===== src/rtl/cache_arbiter.sv =====
// Arbitrates one shared line-wide L2 port between icache reads and dcache allocates/write-backs.
// Dcache wins by default; a saturating starvation counter forces an icache grant.
module cache_arbiter #(
    parameter int s_line       = 256,
    parameter int starve_limit = 4
) (
    input  logic              clk,
    input  logic              reset,
    input  logic              i_pmem_read,
    input  logic [31:0]       i_pmem_addr,
    output logic [s_line-1:0] i_pmem_rdata,
    output logic              i_pmem_resp,
    input  logic              d_pmem_read,
    input  logic              d_pmem_write,
    input  logic [31:0]       d_pmem_addr,
    input  logic [s_line-1:0] d_pmem_wdata,
    output logic [s_line-1:0] d_pmem_rdata,
    output logic              d_pmem_resp,
    output logic              l2_read,
    output logic              l2_write,
    output logic [31:0]       l2_addr,
    output logic [s_line-1:0] l2_wdata,
    input  logic [s_line-1:0] l2_rdata,
    input  logic              l2_resp,
    output logic [31:0]       conflict_count,
    input  logic              conflict_reset
);

    typedef enum logic [1:0] {IDLE, SERVE_I, SERVE_D} state_t;

    localparam logic [2:0] LIMIT = 3'(starve_limit);

    state_t            state_q, state_d;
    logic [2:0]        starve_q, starve_d;
    logic [31:0]       conflict_q, conflict_d;
    logic              l2_read_q, l2_read_d;
    logic              l2_write_q, l2_write_d;
    logic [31:0]       l2_addr_q, l2_addr_d;
    logic [s_line-1:0] l2_wdata_q, l2_wdata_d;

    logic i_req, d_req, grant_i, grant_d;

    assign i_req = i_pmem_read;
    assign d_req = d_pmem_read | d_pmem_write;

    always_comb begin
        state_d    = state_q;
        starve_d   = starve_q;
        conflict_d = conflict_q;
        l2_read_d  = l2_read_q;
        l2_write_d = l2_write_q;
        l2_addr_d  = l2_addr_q;
        l2_wdata_d = l2_wdata_q;
        grant_i    = 1'b0;
        grant_d    = 1'b0;

        case (state_q)
            IDLE: begin
                if (d_req && !(i_req && starve_q == LIMIT)) begin
                    grant_d = 1'b1;
                    state_d = SERVE_D;
                end else if (i_req) begin
                    grant_i = 1'b1;
                    state_d = SERVE_I;
                end
            end
            SERVE_I, SERVE_D: begin
                if (l2_resp) begin
                    state_d    = IDLE;
                    l2_read_d  = 1'b0;
                    l2_write_d = 1'b0;
                end
            end
            default: state_d = IDLE;
        endcase

        // A combined read+write request from the dcache is a write-back only.
        if (grant_d) begin
            l2_read_d  = d_pmem_read & ~d_pmem_write;
            l2_write_d = d_pmem_write;
            l2_addr_d  = d_pmem_addr;
            l2_wdata_d = d_pmem_wdata;
            if (i_req && starve_q != LIMIT)
                starve_d = starve_q + 3'd1;
        end else if (grant_i) begin
            l2_read_d  = 1'b1;
            l2_write_d = 1'b0;
            l2_addr_d  = i_pmem_addr;
            starve_d   = 3'd0;
        end

        if (conflict_reset)
            conflict_d = 32'd0;
        else if ((grant_i || grant_d) && i_req && d_req)
            conflict_d = conflict_q + 32'd1;
    end

    always_ff @(posedge clk or posedge reset) begin
        if (reset) begin
            state_q    <= IDLE;
            starve_q   <= 3'd0;
            conflict_q <= 32'd0;
            l2_read_q  <= 1'b0;
            l2_write_q <= 1'b0;
            l2_addr_q  <= 32'd0;
            l2_wdata_q <= '0;
        end else begin
            state_q    <= state_d;
            starve_q   <= starve_d;
            conflict_q <= conflict_d;
            l2_read_q  <= l2_read_d;
            l2_write_q <= l2_write_d;
            l2_addr_q  <= l2_addr_d;
            l2_wdata_q <= l2_wdata_d;
        end
    end

    assign l2_read        = l2_read_q;
    assign l2_write       = l2_write_q;
    assign l2_addr        = l2_addr_q;
    assign l2_wdata       = l2_wdata_q;
    assign conflict_count = conflict_q;

    assign i_pmem_resp  = (state_q == SERVE_I) & l2_resp;
    assign d_pmem_resp  = (state_q == SERVE_D) & l2_resp;
    assign i_pmem_rdata = l2_rdata;
    assign d_pmem_rdata = l2_rdata;

endmodule


===== config.mk =====
export PLATFORM = sky130hd
export DESIGN_NAME = cache_arbiter
export DESIGN_NICKNAME = d
export VERILOG_FILES = /design/src/rtl/cache_arbiter.sv
export SDC_FILE = /design/constraint.sdc
export NUM_CORES = 1
export LEC_CHECK = 0
export CORE_AREA = 2 2 546 548
export DETAILED_ROUTE_END_ITERATION = 10
export DIE_AREA = 0 0 548 550
export PLACE_DENSITY = 0.3
export SLEW_MARGIN = 10
export SYNTH_ARGS = -nofsm -noshare
export SYNTH_HDL_FRONTEND = slang
export SYNTH_SLANG_ARGS = --single-unit

===== constraint.sdc =====
create_clock -name clk -period 15.24 [get_ports clk]
set_input_delay 1.524 -clock clk [delete_from_list [all_inputs] [get_ports clk]]
set_output_delay 1.524 -clock clk [all_outputs]
set_load 0.01 [all_outputs]

# ---- Word level (Yosys, flattened, before mapping)
# Index checks and enable logic that the tools add are counted.
dict set report op_classes {
  n_addsub 2
  mul 0
  div 0
  magnitude_cmp 0
  eq_ne 7
  shift 0
  muxes 22
  n_bitwise 5
  reduce_logical 16
}
# operator n
set op_table {}
lappend op_table {{32-bit 2-to-1 mux} 4}
lappend op_table {{32-bit by 1-bit adder with 32-bit output, second input constant} 1}
lappend op_table {{1-bit 2-to-1 mux} 11}
lappend op_table {{3-bit 2-to-1 mux} 3}
lappend op_table {{2-bit 2-to-1 mux} 3}
lappend op_table {{3-bit != test, second input constant} 2}
lappend op_table {{2-bit AND reduction} 3}
lappend op_table {{3-bit nonzero test} 2}
lappend op_table {{1-bit logical AND} 5}
lappend op_table {{2-bit case mux with 2 select lines} 1}
lappend op_table {{2-bit nonzero test} 2}
lappend op_table {{3-bit by 1-bit adder with 3-bit output, second input constant} 1}
lappend op_table {{1-bit bitwise AND} 3}
lappend op_table {{3-bit == test, second input constant} 1}
lappend op_table {{2-bit by 1-bit == test with 1-bit output, second input constant} 1}
lappend op_table {{2-bit == test, second input constant} 1}
lappend op_table {{2-bit logical NOT} 1}
lappend op_table {{2-bit by 1-bit != test with 1-bit output, second input constant} 1}
lappend op_table {{2-bit != test, second input constant} 1}
lappend op_table {{2-bit OR reduction} 1}
lappend op_table {{1-bit logical NOT} 1}
lappend op_table {{1-bit logical OR} 1}
lappend op_table {{1-bit NOT} 1}
lappend op_table {{1-bit OR} 1}
dict set report word_totals {
  register_bits 327
  latchBits 0
  ram_bits 0
  mem_bits_ro 0
  inputBits 583
  output_inout_bits 836
  elab_cells 59
  mem_count 0
}

# ---- Longest topological paths before layout
dict set report logic_depth {
  ltp_word 11
  mapped_depth 9
  depth_no_buf 7
}

# ---- Worst setup path before layout
# OpenSTA, ideal clock, no wires.
dict set report synth_timing {
  kind {input to output}
  from {input port l2_resp}
  to {output port d_pmem_resp}
  arrival_time_ps 1689
  t_required_ps 13716
  setup_slack_ps 12027
  path_stages 1
  path_buffers 0
  cell_sequence {and2_1}
}
dict set report synth_via {
  elab_chain_cells 1
}
# item line_no
set synth_rtl {}
lappend synth_rtl {{start, declared} 24} ;# input logic l2_resp,
lappend synth_rtl {{1-bit bitwise AND} 125} ;# assign d_pmem_resp = (state_q == SERVE_D) & l2_resp;
lappend synth_rtl {{end, declared} 18} ;# output logic d_pmem_resp,
# No other way between the ends.

# ---- Worst setup path after layout
dict set report layout_timing {
  from {input port d_pmem_write}
  to {register l2_wdata_q[226], in the netlist l2_wdata[226]}
}
dict set report layout_via {
  elab_chain_cells 4
}
# item line_no
set layout_rtl {}
lappend layout_rtl {{start, declared} 14} ;# input logic d_pmem_write,
lappend layout_rtl {{1-bit OR} 44} ;# assign d_req = d_pmem_read | d_pmem_write;
lappend layout_rtl {{1-bit logical AND} 59} ;# if (d_req && !(i_req && starve_q == LIMIT)) begin
lappend layout_rtl {{1-bit 2-to-1 mux} 59}
lappend layout_rtl {{1-bit 2-to-1 mux} 57} ;# case (state_q)
lappend layout_rtl {{end signal, assigned} 114} ;# l2_wdata_q <= l2_wdata_d;
lappend layout_rtl {{end, declared} 39} ;# logic [s_line-1:0] l2_wdata_q, l2_wdata_d;
# No other way between the ends.
# A chain may end at the register's enable or synchronous reset.

==> metrics.md <==
| Metric | Value |
|---|---|
| Status | completed |
| Max Freq | between 200 and 250 MHz |
| Clock tree from TritonCTS | built |
| First-pass GRT wire length | about 180 mm |
| Sort of element at the end of the critical path | flop |
| Number of instances in the synthesized netlist | 1,417 |
| Most frequently used flop master after synthesis | sky130_fd_sc_hd__dfrtp_1 |
| CP Class | in -> reg |
| Largest family of logic cells by synthesized area | buffers and inverters |
| Sum of routed wire length over all layers | between 100 and 150 mm |
| Area of the placeable core | ~0.30 mm2 |
| EDFF count, synth | 0 |
| Final Skew | ~0.033 ns |
| Floorplan die area | ~0.30 mm2 |
| Number of port buffers | between 600 and 700 |
| Number of vias in the routed layout | around 11,000 |
| Worst Max-Slew Pin Slew | between 1 and 1.5 ns |
| Setup crit start kind | input pin |
| Drt first-iter violations | ~480 |
| CTS clock-pin slew for the worst setup and hold paths | ~0.050 ns |
| Flop and latch count out of synthesis | ~330 |
| Die Width | ~550 um |
| Max transition margin | ~18% |
| Kind of path behind the tightest hold check | reg -> reg |
| Routed wirelength normalized by instance count | 26.80 um |
| Total global-route track usage | 9.450% |
| Internal reg-to-reg setup slack | approximately 11 ns |
| Most common cell type on the critical path | sky130_fd_sc_hd__buf_12 |
| Max Cap Violations | 0 |
| Post-Syn Area | ~0.017 mm2 |
| Beginning of the worst register-to-register path | state_q[0] |
| Post-DP HPWL | 130.1 mm |
| Area added between synthesis and finish | 54.28% |
| Synthesized area per cell | around 12 um2 |
| Placer Congestion | 0.7357 |
| Yosys top cell by area | sky130_fd_sc_hd__dfrtp_1 |
| Final min period | ~4.8 ns |
| Sequential cell area fraction in the yosys report | between 40% and 50% |
| Post-cts hold buffer count | 0 |
| Yosys warns | 0 |
| Number of global-route vias before repair | around 12,000 |
| CTS HTree Levels | 2 |
| Combinational Power Share | a little under half |
| Worst endpoint data arrival time | ~5.3 ns |
| Num CTS Buffers | 48 |
| Cell Pwr Density | between 150 and 200 mW/mm2 |
| Hold path depth | 1 |
| First-pass detailed-route iteration total | 4 |
| Cell Int Power | about 3.2 mW |
| Remaining DRCs | 0 |
| Initial cell density of the core | around 5.7% |
| Worst path buffer plus inverter count | 4 |
| Final slew viol count | 0 |
| Maximum buffer depth of the clock tree | 3 |
| Synthesized Nets | ~2,000 |
| I/O pin total | 1,419 |
| Delay of the slowest critical-path stage | a little over 0.6 ns |
| Hold path endpoint | l2_wdata[47] |
| Post-route ant nets | 0 |
| Cell Area, Placed | 0.02430 mm2 |
| Sequential share of power | 31.1% |
| Distinct cells, synth | 38 |
| Hold_sp | l2_wdata[47] |
| Part of the power in the clock network | around 23% |
| Number of buffers inserted by post-CTS setup repair | 0 |
| Pin count of the biggest net entering global routing | about 150 |
| End of the worst register-to-register path | l2_wdata[226] |
| Required @ worst endpoint | about 16 ns |
| Switching power as a share of total power | approximately two fifths |
| Proportion of register bits with asynchronous set or reset after synthesis | 100.0% |
| Area fraction of the dominant cell type after synthesis | between 40% and 50% |
| Worst-path cell chain | clkdlybuf4s50_1 -> o21ai_0 -> a31oi_4 -> buf_4 -> buf_12 -> buf_12 -> mux2_2 |
| Cts repair resizes | 0 |
| Fraction of layout instances using a drive strength above 1 | 21.30% |
| Xor-xnor portion of the synthesized cell area | 1.303% |
| Sw power | 1.949 mW |
| Mux cell area share after synthesis | about a fifth |
| Grt total ovfl | 0 |
| Compound-gate portion of the synthesized area | 2.196% |
| Clock sink count | between 300 and 400 |
| Dominant cell by count in the synthesized netlist | sky130_fd_sc_hd__buf_4 |
| Critical-path maximum fanout | between 100 and 150 |
| Share of the clock period used by the worst path | between 30% and 40% |
| Biggest area contributors in the synthesized netlist | sky130_fd_sc_hd__dfrtp_1, sky130_fd_sc_hd__buf_4, sky130_fd_sc_hd__mux2_2, sky130_fd_sc_hd__mux2i_1, sky130_fd_sc_hd__o21ai_0 |
| Worst reg-to-reg path cell count | 8 |
| Top cells by count, synth | sky130_fd_sc_hd__buf_4, sky130_fd_sc_hd__dfrtp_1, sky130_fd_sc_hd__mux2_2 |
| Via density per instance | 2.025 |
| Count of endpoints failing hold in the final timing report | 0 |
| Peak supply drop | approximately 0.12 mV |
| Summed negative setup slack over all endpoints | 0 ns |
| RSZ-0062 raised after global routing | no |
| Simple logic cell fraction of the synthesized area | about 3.9% |
| Die outline height | around 550 um |
| Slowest cell on the critical path | sky130_fd_sc_hd__buf_4 |
| Total leakage power | a little under 9 nW |
| Setup violators final | 0 |
| Number of rows in the core area | 200 |
| Synth Area in Adders | 0.4467% |
| Fin nets | between 2,000 and 2,500 |
| Post-Layout Inst Area | 0.02593 mm2 |
| Clock latency on the worst-skew pair | 0.64 ns |
| Clk Tree Root Cell | sky130_fd_sc_hd__clkbuf_16 |
| CP delay by family, top | buffers and inverters |
| Number of antenna violations at the first check in global routing | 21 |
-- placed cells by master (no fill, tap or decap), drive strengths merged, types with 2 or more instances in the layout --
| master | n |
|---|---|
| clkdlybuf4s50 | 649 |
| dfrtp | 327 |
| mux2 | 256 |
| clkbuf | 73 |
| nand2 | 49 |
| o21ai | 46 |
| mux2i | 33 |
| nor2 | 33 |
| xnor2 | 17 |
| diode | 11 |
| inv | 10 |
| nor3 | 8 |
| xor2 | 8 |
| a21oi | 8 |
| nand3 | 8 |
| buf | 8 |
| nand4 | 7 |
| and4 | 7 |
| ha | 6 |
| and3 | 5 |
| or3 | 5 |
| clkinv | 5 |
| and2 | 4 |
| bufinv | 4 |
| nor4 | 3 |
| nand2b | 2 |
| o211a | 2 |
| o211ai | 2 |
| nor2b | 2 |
| clkinvlp | 2 |
| a31oi | 2 |
-- sequential cells by signal, indices dropped and copies added (netlist names) --
name and cells:
state_q 2, l2_wdata 256, l2_read 1, l2_addr 32, starve_q 3, conflict_count 32
l2_write 1
-- layout make-up --
cell class,count,area [um2]
fill,34009,269600
sequential,327,8183
timing repair buffer,657,6591
tap,3939,4928
multi-input combinational,523,4559
clock buffer,73,1416
clock inverter,14,186.4
inverter,7,33.78
antenna,11,27.53
-- power by group through the flow --
stage	clock network, mW	registers [mW]	logic [mW]
global placement	0	1.60	2.46
CTS	1.24	1.60	2.46
finish	1.17	1.59	2.35
global route	1.26	1.64	2.55
floorplan	0	1.67	0.839
detailed placement	0	1.60	2.45
-- cells by family after synthesis --
family	Yosys count
buffers and inverters	567
DFF	327
muxes	289
and+or+nand+nor	137
AOI/OAI and AO/OA	66
xor gates and xnor gates	25
adders and majority gates	6
-- per-layer routing --
metal	vias to the layer above	share of wire, %	global-route usage (%)
met3	190	26	11.05
met4	10	2.7	2.643
li1	4530	-	-
met2	1265	47	15.61
met5	-	0.14	0.4065
met1	5244	24	6.775
-- worst max-delay path by stage --
| stage | startpoint | end | slack [ns] | cells past startpoint |
|---|---|---|---|---|
| floorplan | reset | conflict_count[0] | 4.66 | 1 |
| global placement | d_pmem_write | l2_wdata[219] | 9.92 | 7 |
| detailed placement | d_pmem_write | l2_wdata[221] | 9.90 | 7 |
| CTS | d_pmem_write | l2_wdata[227] | 10.62 | 7 |
| global route | d_pmem_write | l2_wdata[219] | 10.28 | 7 |
| finish | d_pmem_write | l2_wdata[226] | 10.44 | 7 |
-- stage by stage --
stage	worst slack, ns	hold slack [ns]	util (%)	std cells	power [mW]
after floorplan	4.661	0.4729	-	1417	2.509
after global placement	9.924	0.4886	8.221	5453	4.056
after detailed placement	9.898	0.4942	8.221	5453	4.048
after CTS	10.62	0.5060	8.763	5540	5.299
after global routing	10.28	0.5168	8.764	5541	5.455
final	10.44	0.5032	8.773	5551	5.112
(Power assumes the default switching activity.)
